**src/rtl/vga_text_overlay.sv**
```systemverilog
// vga_text_overlay: draws a scalable, blinking NUM_CHAR-glyph text box over the VGA pixel stream (RGB565, 2-cycle latency).
module vga_text_overlay #(
  parameter int          H_DISP       = 640,
  parameter int          V_DISP       = 480,
  parameter int          NUM_CHAR     = 4,
  parameter int          CHAR_W       = 16,
  parameter int          CHAR_H       = 16,
  parameter int          POS_X_RST    = 288,
  parameter int          POS_Y_RST    = 232,
  parameter int          BLINK_FRAMES = 30,
  parameter logic [15:0] SCREEN_COLOR = 16'h0000,
  localparam int         ROW_W        = NUM_CHAR * CHAR_W,
  localparam int         RW           = $clog2(CHAR_H)
) (
  input  logic             vga_clk,
  input  logic             sys_rst,
  input  logic [9:0]       pixel_xpos,
  input  logic [9:0]       pixel_ypos,
  input  logic             frame_start,
  input  logic [9:0]       pos_x,
  input  logic [9:0]       pos_y,
  input  logic [1:0]       scale,
  input  logic             blink_en,
  input  logic [15:0]      fg_color,
  input  logic [15:0]      bg_color,
  input  logic             wr_en,
  input  logic [RW-1:0]    wr_row,
  input  logic [ROW_W-1:0] wr_data,
  output logic [15:0]      pixel_data
);
  localparam int CW = $clog2(ROW_W);
  localparam int BW = BLINK_FRAMES > 1 ? $clog2(BLINK_FRAMES) : 1;
  localparam logic [CW-1:0] COL_MAX = CW'(ROW_W - 1);

  logic [9:0]       cur_x_q, cur_x_d, cur_y_q, cur_y_d;
  logic [1:0]       cur_shift_q, cur_shift_d;
  logic             blink_en_q, blink_en_d;
  logic [BW-1:0]    blink_cnt_q, blink_cnt_d;
  logic             blink_phase_q, blink_phase_d;
  logic             hit_q, hit_d;
  logic [CW-1:0]    col_q, col_d;
  logic [RW-1:0]    row_q, row_d;
  logic [15:0]      pixel_data_q, pixel_data_d;
  logic [ROW_W-1:0] glyph_q [CHAR_H];

  logic [10:0] x_w, y_w, cx, cy, box_w, box_h, dx, dy;
  logic        wrap, glyph_bit;

  assign pixel_data = pixel_data_q;

  // Position, scale and blink enable only change at frame boundaries to avoid tearing.
  always_comb begin
    cur_x_d       = frame_start ? pos_x : cur_x_q;
    cur_y_d       = frame_start ? pos_y : cur_y_q;
    cur_shift_d   = !frame_start ? cur_shift_q : scale == 2'd0 ? 2'd0 : scale == 2'd1 ? 2'd1 : 2'd2;
    blink_en_d    = frame_start ? blink_en : blink_en_q;
    wrap          = blink_cnt_q == BW'(BLINK_FRAMES - 1);
    blink_cnt_d   = !frame_start ? blink_cnt_q : (!blink_en_q || wrap) ? '0 : blink_cnt_q + 1'b1;
    blink_phase_d = !frame_start ? blink_phase_q : !blink_en_q ? 1'b1 : wrap ? ~blink_phase_q : blink_phase_q;
  end

  // 11-bit bounds so a box near the right/bottom edge never wraps back to 0.
  always_comb begin
    x_w   = {1'b0, pixel_xpos};
    y_w   = {1'b0, pixel_ypos};
    cx    = {1'b0, cur_x_q};
    cy    = {1'b0, cur_y_q};
    box_w = 11'(ROW_W) << cur_shift_q;
    box_h = 11'(CHAR_H) << cur_shift_q;
    dx    = x_w - cx;
    dy    = y_w - cy;
    hit_d = x_w >= cx && x_w < cx + box_w && y_w >= cy && y_w < cy + box_h &&
            x_w < 11'(H_DISP) && y_w < 11'(V_DISP);
    col_d = CW'(dx >> cur_shift_q);
    row_d = RW'(dy >> cur_shift_q);
  end

  always_comb begin
    glyph_bit    = glyph_q[row_q][COL_MAX - col_q];
    pixel_data_d = !hit_q ? SCREEN_COLOR : (glyph_bit && blink_phase_q) ? fg_color : bg_color;
  end

  always_ff @(posedge vga_clk) begin
    if (sys_rst) begin
      cur_x_q       <= 10'(POS_X_RST);
      cur_y_q       <= 10'(POS_Y_RST);
      cur_shift_q   <= '0;
      blink_en_q    <= 1'b0;
      blink_cnt_q   <= '0;
      blink_phase_q <= 1'b1;
      hit_q         <= 1'b0;
      col_q         <= '0;
      row_q         <= '0;
      pixel_data_q  <= '0;
    end else begin
      cur_x_q       <= cur_x_d;
      cur_y_q       <= cur_y_d;
      cur_shift_q   <= cur_shift_d;
      blink_en_q    <= blink_en_d;
      blink_cnt_q   <= blink_cnt_d;
      blink_phase_q <= blink_phase_d;
      hit_q         <= hit_d;
      col_q         <= col_d;
      row_q         <= row_d;
      pixel_data_q  <= pixel_data_d;
    end
  end

  always_ff @(posedge vga_clk) begin
    if (wr_en && 32'(wr_row) < CHAR_H) glyph_q[wr_row] <= wr_data;
  end
endmodule

```
**config.mk**
```make
export PLATFORM = sky130hd
export DESIGN_NAME = vga_text_overlay
export DESIGN_NICKNAME = d
export VERILOG_FILES = /design/src/rtl/vga_text_overlay.sv
export SDC_FILE = /design/constraint.sdc
export NUM_CORES = 1
export LEC_CHECK = 0
export BUFFER_PORTS_ARGS = -buffer_cell sky130_fd_sc_hd__buf_2
export CORE_AREA = 2 2 313 315
export CTS_CLUSTER_DIAMETER = 120
export CTS_CLUSTER_SIZE = 10
export DETAILED_ROUTE_END_ITERATION = 16
export DIE_AREA = 0 0 315 317
export GPL_TIMING_DRIVEN = 0
export SLEW_MARGIN = 5
export SYNTH_ARGS = -nofsm -noshare
export SYNTH_HDL_FRONTEND = slang
export SYNTH_SLANG_ARGS = --single-unit
```
**constraint.sdc**
```tcl
create_clock -name vga_clk -period 6.4 [get_ports vga_clk]
set_input_delay 0.64 -clock vga_clk [delete_from_list [all_inputs] [get_ports vga_clk]]
set_output_delay 0.64 -clock vga_clk [all_outputs]
set_load 0.03 [all_outputs]
```
==> summary.md, run 1 <==
| Metric | Value |
|---|---|
| Run status | `finished clean` |
| Flip-flop and latch count after synthesis | `1080` |
| Yosys warnings | `0` |
| Fin Clk Skew | `38.2 ps` |
| Slack of the critical path | `978 ps` |
| Crit path capture type | `register` |
| Worst flop-to-flop path endpoint | `pixel_data[12]` |
| Proportion of total power due to net switching | `24.4%` |
| R2R depth | `12` |
| Setup repair after global routing missed its margin | `no` |
| Net Switching | `3.85 mW` |
| Synthesized area | `approximately 43000 sq um` |
| Worst setup path category | `reg2reg` |
| Ys flop type | `sky130_fd_sc_hd__edfxtp_1` |
| First-iteration detailed-routing DRC count | `3066` |
| Sink of the worst hold path | `cur_y_q[7]` |
| Number of antenna violations at the first check in global routing | `11` |
| P_int | `about 12 mW` |
| Vias in the first global route | `25000` |
| Final net count | `between 2000 and 3000` |
| Max Fanout on Critical Path | `10` |
| Post-route core utilization | `52.2%` |
| Crit path arrival time | `5980 ps` |
| Multi-input logic area | `roughly 10000 sq um` |
| CTS Buf Count | `approximately 120` |
| Worst-case setup slack after placement | `1320 ps` |
| Unique masters post-synth | `74` |
| Worst relative slew slack | `3.29%` |
| Count of flip-flops with a built-in enable after synthesis | `a little over 1000` |
| Global router's overall resource usage | `25.6%` |
| Initial cell density of the core | `44.8%` |
| Clock transition time at the flip-flop clock pins of the worst setup and hold paths | `roughly 60 ps` |
| Req. time, crit path | `6960 ps` |
| Launching element type of the critical path | `register` |
| Aggregate global routing overflow | `0` |
| Hold Path Stages | `3` |
| Async set or reset register ratio after synthesis | `0%` |
| WL final | `128000 microns` |
| Total power density per cell area | `approximately 310 nW/um^2` |
| Static power due to leakage | `16.6 nW` |
| Number of H-tree branching levels | `3` |
| Sequential share of power | `50.4%` |
| Synth Instances | `roughly 2300` |
| Synthesized area divided by synthesized cell count | `18.7 sq um` |
| Sequential-to-total area share from yosys stat | `73.8%` |
| Die Y | `317 microns` |
| Count of unresolved DRC violations after routing | `0` |
| Post-CTS repair timing setup buffer count | `0` |
| Number of clock sinks | `1080` |
| Average vias per placed instance | `6.14` |
| Layout filler cell count | `7630` |
| Final hold violation count | `0` |
| Largest net degree at the start of global routing | `22` |
| Area Overhead vs Synth | `16.5%` |
| Highest attainable clock frequency | `184 MHz` |
| HPWL Detailed | `about 85000 microns` |
| Cts-stage hold buffer count | `0` |
| Seq. cell area | `~32000 sq um` |
| Number of nets with antenna violations after detailed routing | `0` |
| Setup slack of the most critical reg-to-reg path | `980 ps` |
| Buffers added on ports | `160` |
| Setup violators final | `0` |
| CTS Root Cell | `sky130_fd_sc_hd__clkbuf_16` |
| Count of boundary I/O pins | `163` |
| Mean routed wirelength per cell | `around 32 microns` |
| Class of the tightest hold or removal check | `in2reg` |
| Fraction of final layout cells sized beyond drive strength 1 | `23.0%` |
| CTS tree | `done` |
| Global-route wire length before repair | `approximately 180000 microns` |
| Vias post-DR | `around 25000` |
| Clock latency on the worst-skew pair | `700 ps` |
| Clock period minus worst slack | `5420 ps` |
| Number of gates resized after cts | `0` |
| Core area | `about 96000 sq um` |
| Number of maximum-capacitance violations | `0` |
| Length of the first detailed-routing pass in iterations | `7` |
| Transition time of the tightest slew-check pin | `1430 ps` |
| Hold slack | `164 ps` |
| Floorplan die area | `99900 sq um` |
| Maximum clock path buffer count | `3` |
| Syn Nets | `2499` |
| Width of the die | `315 microns` |
| Final period util | `84.7%` |
| Fraction of power consumed by the clock network | `37.7%` |
| Startpoint of the worst-slack reg-to-reg timing path | `col_q[2]` |
| Worst min-delay path startpoint | `pos_y[7]` |
| Placement row count | `approximately 110` |
| Total count of max-transition violations in the final report | `0` |
| Portion of total power attributed to combinational logic | `11.9%` |
| VDD IR max | `0.230 mV` |
| Weighted congestion reported at the end of routability-driven placement | `approximately 0.87` |
worst max-delay path: stages, from the launching register on:
cell and delay (ps):
sky130_fd_sc_hd__dfxtp_1 540, sky130_fd_sc_hd__clkbuf_1 650, sky130_fd_sc_hd__clkbuf_1 710, sky130_fd_sc_hd__clkbuf_1 920, sky130_fd_sc_hd__nand2_1 550, sky130_fd_sc_hd__a21oi_1 310, sky130_fd_sc_hd__nor3_1 80, sky130_fd_sc_hd__nor3_1 530
sky130_fd_sc_hd__o21ai_1 180, sky130_fd_sc_hd__o22a_1 320, sky130_fd_sc_hd__buf_6 200, sky130_fd_sc_hd__buf_6 150, sky130_fd_sc_hd__mux2i_1 120
synthesized netlist by cell type (3+ instances only):
master                      instances  area, sq um
sky130_fd_sc_hd__a211oi_1          17          128
sky130_fd_sc_hd__nor2b_1           14         87.6
sky130_fd_sc_hd__dfxtp_1           56         1120
sky130_fd_sc_hd__buf_1              6         22.5
sky130_fd_sc_hd__buf_2             21          105
sky130_fd_sc_hd__edfxtp_1        1024        30700
sky130_fd_sc_hd__buf_4             32          240
sky130_fd_sc_hd__nor3_1            19         95.1
sky130_fd_sc_hd__a2111oi_0          4         35.0
sky130_fd_sc_hd__nand4_1           27          169
sky130_fd_sc_hd__o31ai_1            4         30.0
sky130_fd_sc_hd__o221ai_1           4         35.0
sky130_fd_sc_hd__a22oi_1          102          766
sky130_fd_sc_hd__o32ai_1            3         26.3
sky130_fd_sc_hd__nand3_1           15         75.1
sky130_fd_sc_hd__a211o_1            3         26.3
sky130_fd_sc_hd__o22ai_1           12         75.1
sky130_fd_sc_hd__inv_1             39          146
sky130_fd_sc_hd__and2_1             5         31.3
sky130_fd_sc_hd__nor2_1            81          304
sky130_fd_sc_hd__nor3b_1            3         22.5
sky130_fd_sc_hd__mux2i_1          266         2660
sky130_fd_sc_hd__xnor2_1           13          114
sky130_fd_sc_hd__nand2_1           94          353
sky130_fd_sc_hd__nand2b_1          12         75.1
sky130_fd_sc_hd__clkbuf_1          36          135
sky130_fd_sc_hd__mux4_2           148         3330
sky130_fd_sc_hd__ha_1              38          475
sky130_fd_sc_hd__a22o_1            20          175
sky130_fd_sc_hd__xor2_1             8         70.1
sky130_fd_sc_hd__buf_6             27          304
sky130_fd_sc_hd__a21oi_1           41          205
sky130_fd_sc_hd__o21a_1             8         60.1
sky130_fd_sc_hd__a221oi_1          14          123
sky130_fd_sc_hd__a21boi_0           6         45.0
sky130_fd_sc_hd__o21ai_0           21          105
sky130_fd_sc_hd__o211ai_1          13         97.6
sky130_fd_sc_hd__nor4bb_1           5         50.1
registers in the layout, summed over array words and instances (netlist names), named ones only:
name           cells
blink_en_q         1
cur_shift_q        2
glyph_q         1024
cur_y_q           10
blink_cnt_q        5
cur_x_q           10
blink_phase_q      1
hit_q              1
col_q              6
pixel_data        16
cells by family after synthesis:
group                      share of synthesized area, %
xor gates and xnor gates                          0.426
adders and majority gates                          1.24
buffers and inverters                              2.22
DFF                                                73.8
and+or+nand+nor                                    3.39
AOI/OAI and AO/OA                                  4.97
muxes                                              13.9
placed cells by master (no fill, tap or decap), types with 17 or more instances in the layout:
master / synthesis / routed
sky130_fd_sc_hd__edfxtp_1: 1024 / 1024
sky130_fd_sc_hd__mux2i_1: 266 / 266
sky130_fd_sc_hd__buf_2: 21 / 181
sky130_fd_sc_hd__mux4_2: 148 / 148
sky130_fd_sc_hd__clkbuf_16: 0 / 119
sky130_fd_sc_hd__a22oi_1: 102 / 102
sky130_fd_sc_hd__nand2_1: 94 / 94
sky130_fd_sc_hd__clkbuf_1: 36 / 72
sky130_fd_sc_hd__nor2_1: 81 / 69
sky130_fd_sc_hd__dfxtp_1: 56 / 56
sky130_fd_sc_hd__buf_4: 32 / 49
sky130_fd_sc_hd__buf_6: 27 / 47
sky130_fd_sc_hd__a21oi_1: 41 / 41
sky130_fd_sc_hd__inv_1: 39 / 39
sky130_fd_sc_hd__ha_1: 38 / 38
sky130_fd_sc_hd__nand4_1: 27 / 27
sky130_fd_sc_hd__buf_12: 0 / 22
sky130_fd_sc_hd__o21ai_0: 21 / 21
sky130_fd_sc_hd__buf_16: 0 / 21
sky130_fd_sc_hd__a22o_1: 20 / 20
sky130_fd_sc_hd__a211oi_1: 17 / 17
per-stage QoR:
| step | cells | instance area (sq um) | power [mW] | TNS (ps) |
|---|---|---|---|---|
| 2_1_floorplan | 2312 | 43200 | 9.15 | 0 |
| 3_3_place_gp | 3748 | 45600 | 9.90 | -2598330 |
| 3_5_place_dp | 3830 | 47100 | 9.95 | 0 |
| 4_1_cts | 3992 | 50300 | 15.8 | 0 |
| 5_1_grt | 3994 | 50300 | 16.2 | 0 |
| 6_report | 3995 | 50300 | 15.8 | 0 |
worst max-delay path by stage:
stage / start / end / slack (ps)
CTS: col_q[2] / pixel_data[12] / 1220
global route: col_q[2] / pixel_data[14] / 1000
global placement: wr_row[2] / glyph_q[8][20] / -5780
detailed placement: col_q[2] / pixel_data[2] / 1320
floorplan: wr_row[2] / glyph_q[0][0] / 330
finish: col_q[2] / pixel_data[12] / 980
power by group through the flow:
| stage | Sequential [mW] | Combinational [mW] | Clock (mW) |
|---|---|---|---|
| floorplan | 8.08 | 1.07 | 0 |
| global placement | 8.10 | 1.80 | 0 |
| detailed placement | 8.09 | 1.86 | 0 |
| CTS | 7.94 | 1.87 | 6.02 |
| global route | 7.95 | 1.96 | 6.26 |
| finish | 7.94 | 1.88 | 5.95 |
cell type report:
| cell class | count | area share (%) |
|---|---|---|
| clock inverter | 6 | 0.127 |
| buffer | 122 | 1.61 |
| tap | 1276 | 3.18 |
| clock buffer | 156 | 6.20 |
| sequential | 1080 | 63.4 |
| inverter | 40 | 0.299 |
| multi-input combinational | 1070 | 20.8 |
| timing repair buffer | 242 | 4.38 |
| antenna | 3 | 0.0149 |
per-layer routing:
layer	vias to the layer above	routed length, microns	track usage, %
li1	10100	-	-
met1	12800	51000	35.0
met2	1418	60400	41.3
met3	231	12500	5.30
met4	12	3800	8.34
met5	-	80	0
(Power assumes the default switching activity.)
==> inputs of run 2 (changes only) <==
==> constraint.sdc (replaced) <==
create_clock -name vga_clk -period 5.5 [get_ports vga_clk]
set_input_delay 0.55 -clock vga_clk [delete_from_list [all_inputs] [get_ports vga_clk]]
set_output_delay 0.55 -clock vga_clk [all_outputs]
set_load 0.03 [all_outputs]
==> run 2 against run 1 <==
Sequential cell count stayed put. Clock-buffer cell count increased by 6. First-iteration DRC count shrank 5.0%. Critical path type unchanged. Final cell count is 0.28% lower. Register-to-register slack got worse by 620 ps. Worst setup slack worse by 620 ps. Cell area is essentially flat. Hold slack got worse by 80 ps. Critical path depth unchanged.
==> summary.md, run 2 (synthesis gave the netlist of run 1 again) <==
| Metric | Value |
|---|---|
| Weighted congestion reported at the end of routability-driven placement | `0.852` |
| First-iteration detailed-routing DRC count | `2913` |
| Clock period minus worst slack | `5140 ps` |
| VDD IR max | `roughly 0.25 mV` |
| Final std cell area, no fill | `50300 sq um` |
| Worst min-delay path startpoint | `pos_y[7]` |
| Width of the die | `around 320 microns` |
| Final hold violation count | `0` |
| Vias post-DR | `24300` |
| Cts-stage hold buffer count | `0` |
| Run status | `finished clean` |
| Count of boundary I/O pins | `163` |
| Maximum clock path buffer count | `3` |
| Dpl cells | `3812` |
| Static power due to leakage | `16.5 nW` |
| Die Y | `between 300 and 400 microns` |
| Area Overhead vs Synth | `16.5%` |
| Req. time, crit path | `around 6000 ps` |
| Placement row count | `114` |
| Longest individual stage delay on the worst path | `850 ps` |
| Number of maximum-capacitance violations | `0` |
| Worst relative slew slack | `between 10% and 20%` |
| Slack of the critical path | `roughly 360 ps` |
| List of cells traversed by the critical path | `clkbuf_1 -> clkbuf_1 -> clkbuf_1 -> nand2_1 -> a21oi_1 -> nor3_1 -> nor3_1 -> o21ai_1 -> o22a_1 -> buf_6 -> buf_6 -> mux2i_1` |
| Most common cell on crit path | `sky130_fd_sc_hd__clkbuf_1` |
| Register with the most flip-flops | `glyph_q` |
| Overall power | `18.4 mW` |
| Clock latency on the worst-skew pair | `~700 ps` |
| Total count of max-transition violations in the final report | `0` |
| Worst setup path category | `reg2reg` |
| Crit path capture type | `register` |
| Core area | `between 90000 and 100000 sq um` |
| Number of gates resized after cts | `0` |
| Number of antenna violations at the first check in global routing | `11` |
| Most frequent cells in the layout | `sky130_fd_sc_hd__edfxtp_1 (1024), sky130_fd_sc_hd__mux2i_1 (266), sky130_fd_sc_hd__buf_2 (181), sky130_fd_sc_hd__mux4_2 (148), sky130_fd_sc_hd__clkbuf_16 (122)` |
| Number of clock sinks | `1080` |
| Aggregate global routing overflow | `0` |
| Standard cell with the maximum stage delay on the critical path | `sky130_fd_sc_hd__clkbuf_1` |
| Largest net degree at the start of global routing | `24` |
| Final net count | `2844` |
| Setup TNS | `0 ps` |
| Global-route wire length before repair | `178000 microns` |
| Buffers added on ports | `160` |
| Length of the first detailed-routing pass in iterations | `6` |
| Transition time of the tightest slew-check pin | `between 1000 and 1500 ps` |
| Vias in the first global route | `24400` |
| Final period util | `93.5%` |
| Highest attainable clock frequency | `just under 200 MHz` |
| Total power density per cell area | `366 nW/um^2` |
| Worst-case setup slack after placement | `534 ps` |
| Initial cell density of the core | `44.8%` |
| WL final | `127000 microns` |
| Post-CTS repair timing setup buffer count | `0` |
| CTS Buf Count | `between 100 and 150` |
| Count of non-filler cells in the finished layout | `roughly 4000` |
| Crit path arrival time | `5720 ps` |
| Count of unresolved DRC violations after routing | `0` |
| Floorplan die area | `99900 sq um` |
| Class of the tightest hold or removal check | `in2reg` |
| Max Fanout on Critical Path | `10` |
| Start point of the critical path | `col_q[2]` |
| Most frequent standard cell in the layout excluding fill and tap cells | `sky130_fd_sc_hd__edfxtp_1` |
| Launching element type of the critical path | `register` |
| Placed cell areas | `47000 sq um` |
| Startpoint of the worst-slack reg-to-reg timing path | `col_q[2]` |
| CTS Root Cell | `sky130_fd_sc_hd__clkbuf_16` |
| Number of nets with antenna violations after detailed routing | `0` |
| Max FFs per register | `roughly 1000` |
| Clock transition time at the flip-flop clock pins of the worst setup and hold paths | `approximately 50 ps` |
| Setup violators final | `0` |
| Fin Clk Skew | `24.4 ps` |
| Average vias per placed instance | `6.09` |
| Setup repair after global routing missed its margin | `no` |
| Mean routed wirelength per cell | `approximately 32 microns` |
| Fraction of final layout cells sized beyond drive strength 1 | `22.6%` |
| HPWL Detailed | `between 80000 and 90000 microns` |
| CTS tree | `done` |
| Global router's overall resource usage | `25.4%` |
| Number of H-tree branching levels | `3` |
## run 2: worst max-delay path: cells and delay by family, from the launching register on
kind            cells  cell delay, ps
compound gates      3             760
buf+inv             5            2620
flops               1             500
mux                 1             130
simple gates        3             990
## run 2: routing by layer
metal | GRT usage [%] | wire length (microns) | up-vias
met5 | 0 | 64 | -
met4 | 8.06 | 3680 | 10
met3 | 4.89 | 11900 | 217
met2 | 42.1 | 61700 | 1354
met1 | 33.9 | 49200 | 12600
li1 | - | - | 10100
## run 2: worst paths after layout
path,end,slack [ps],cells past startpoint
setup / recovery,pixel_data[3],360,12
hold / removal,cur_y_q[7],80,3
setup reg to reg,pixel_data[3],360,12
hold reg to reg,cur_x_q[3],490,2
## run 2: report_power, final
part	total, mW	internal, mW	leakage (nW)	switching (mW)
Sequential	9.24	9.18	9.71	0.0614
Clock	6.98	3.97	1.58	3.00
Combinational	2.18	0.807	5.23	1.37
## run 2: cell type report
type | instances | area (sq um)
sequential | 1080 | 31900
tap | 1276 | 1600
buffer | 122 | 808
fill | 7608 | 46000
antenna | 4 | 10.0
multi-input combinational | 1070 | 10500
inverter | 40 | 150
timing repair buffer | 224 | 2100
clock buffer | 162 | 3200
clock inverter | 6 | 58.8
## run 2: stage by stage
| stage | util [%] | hold WS (ps) |
|---|---|---|
| after floorplan | - | 459 |
| after global placement | 47.3 | 472 |
| after detailed placement | 48.8 | 485 |
| after CTS | 52.2 | 54.1 |
| after global routing | 52.2 | 82.0 |
| final | 52.2 | 84.4 |
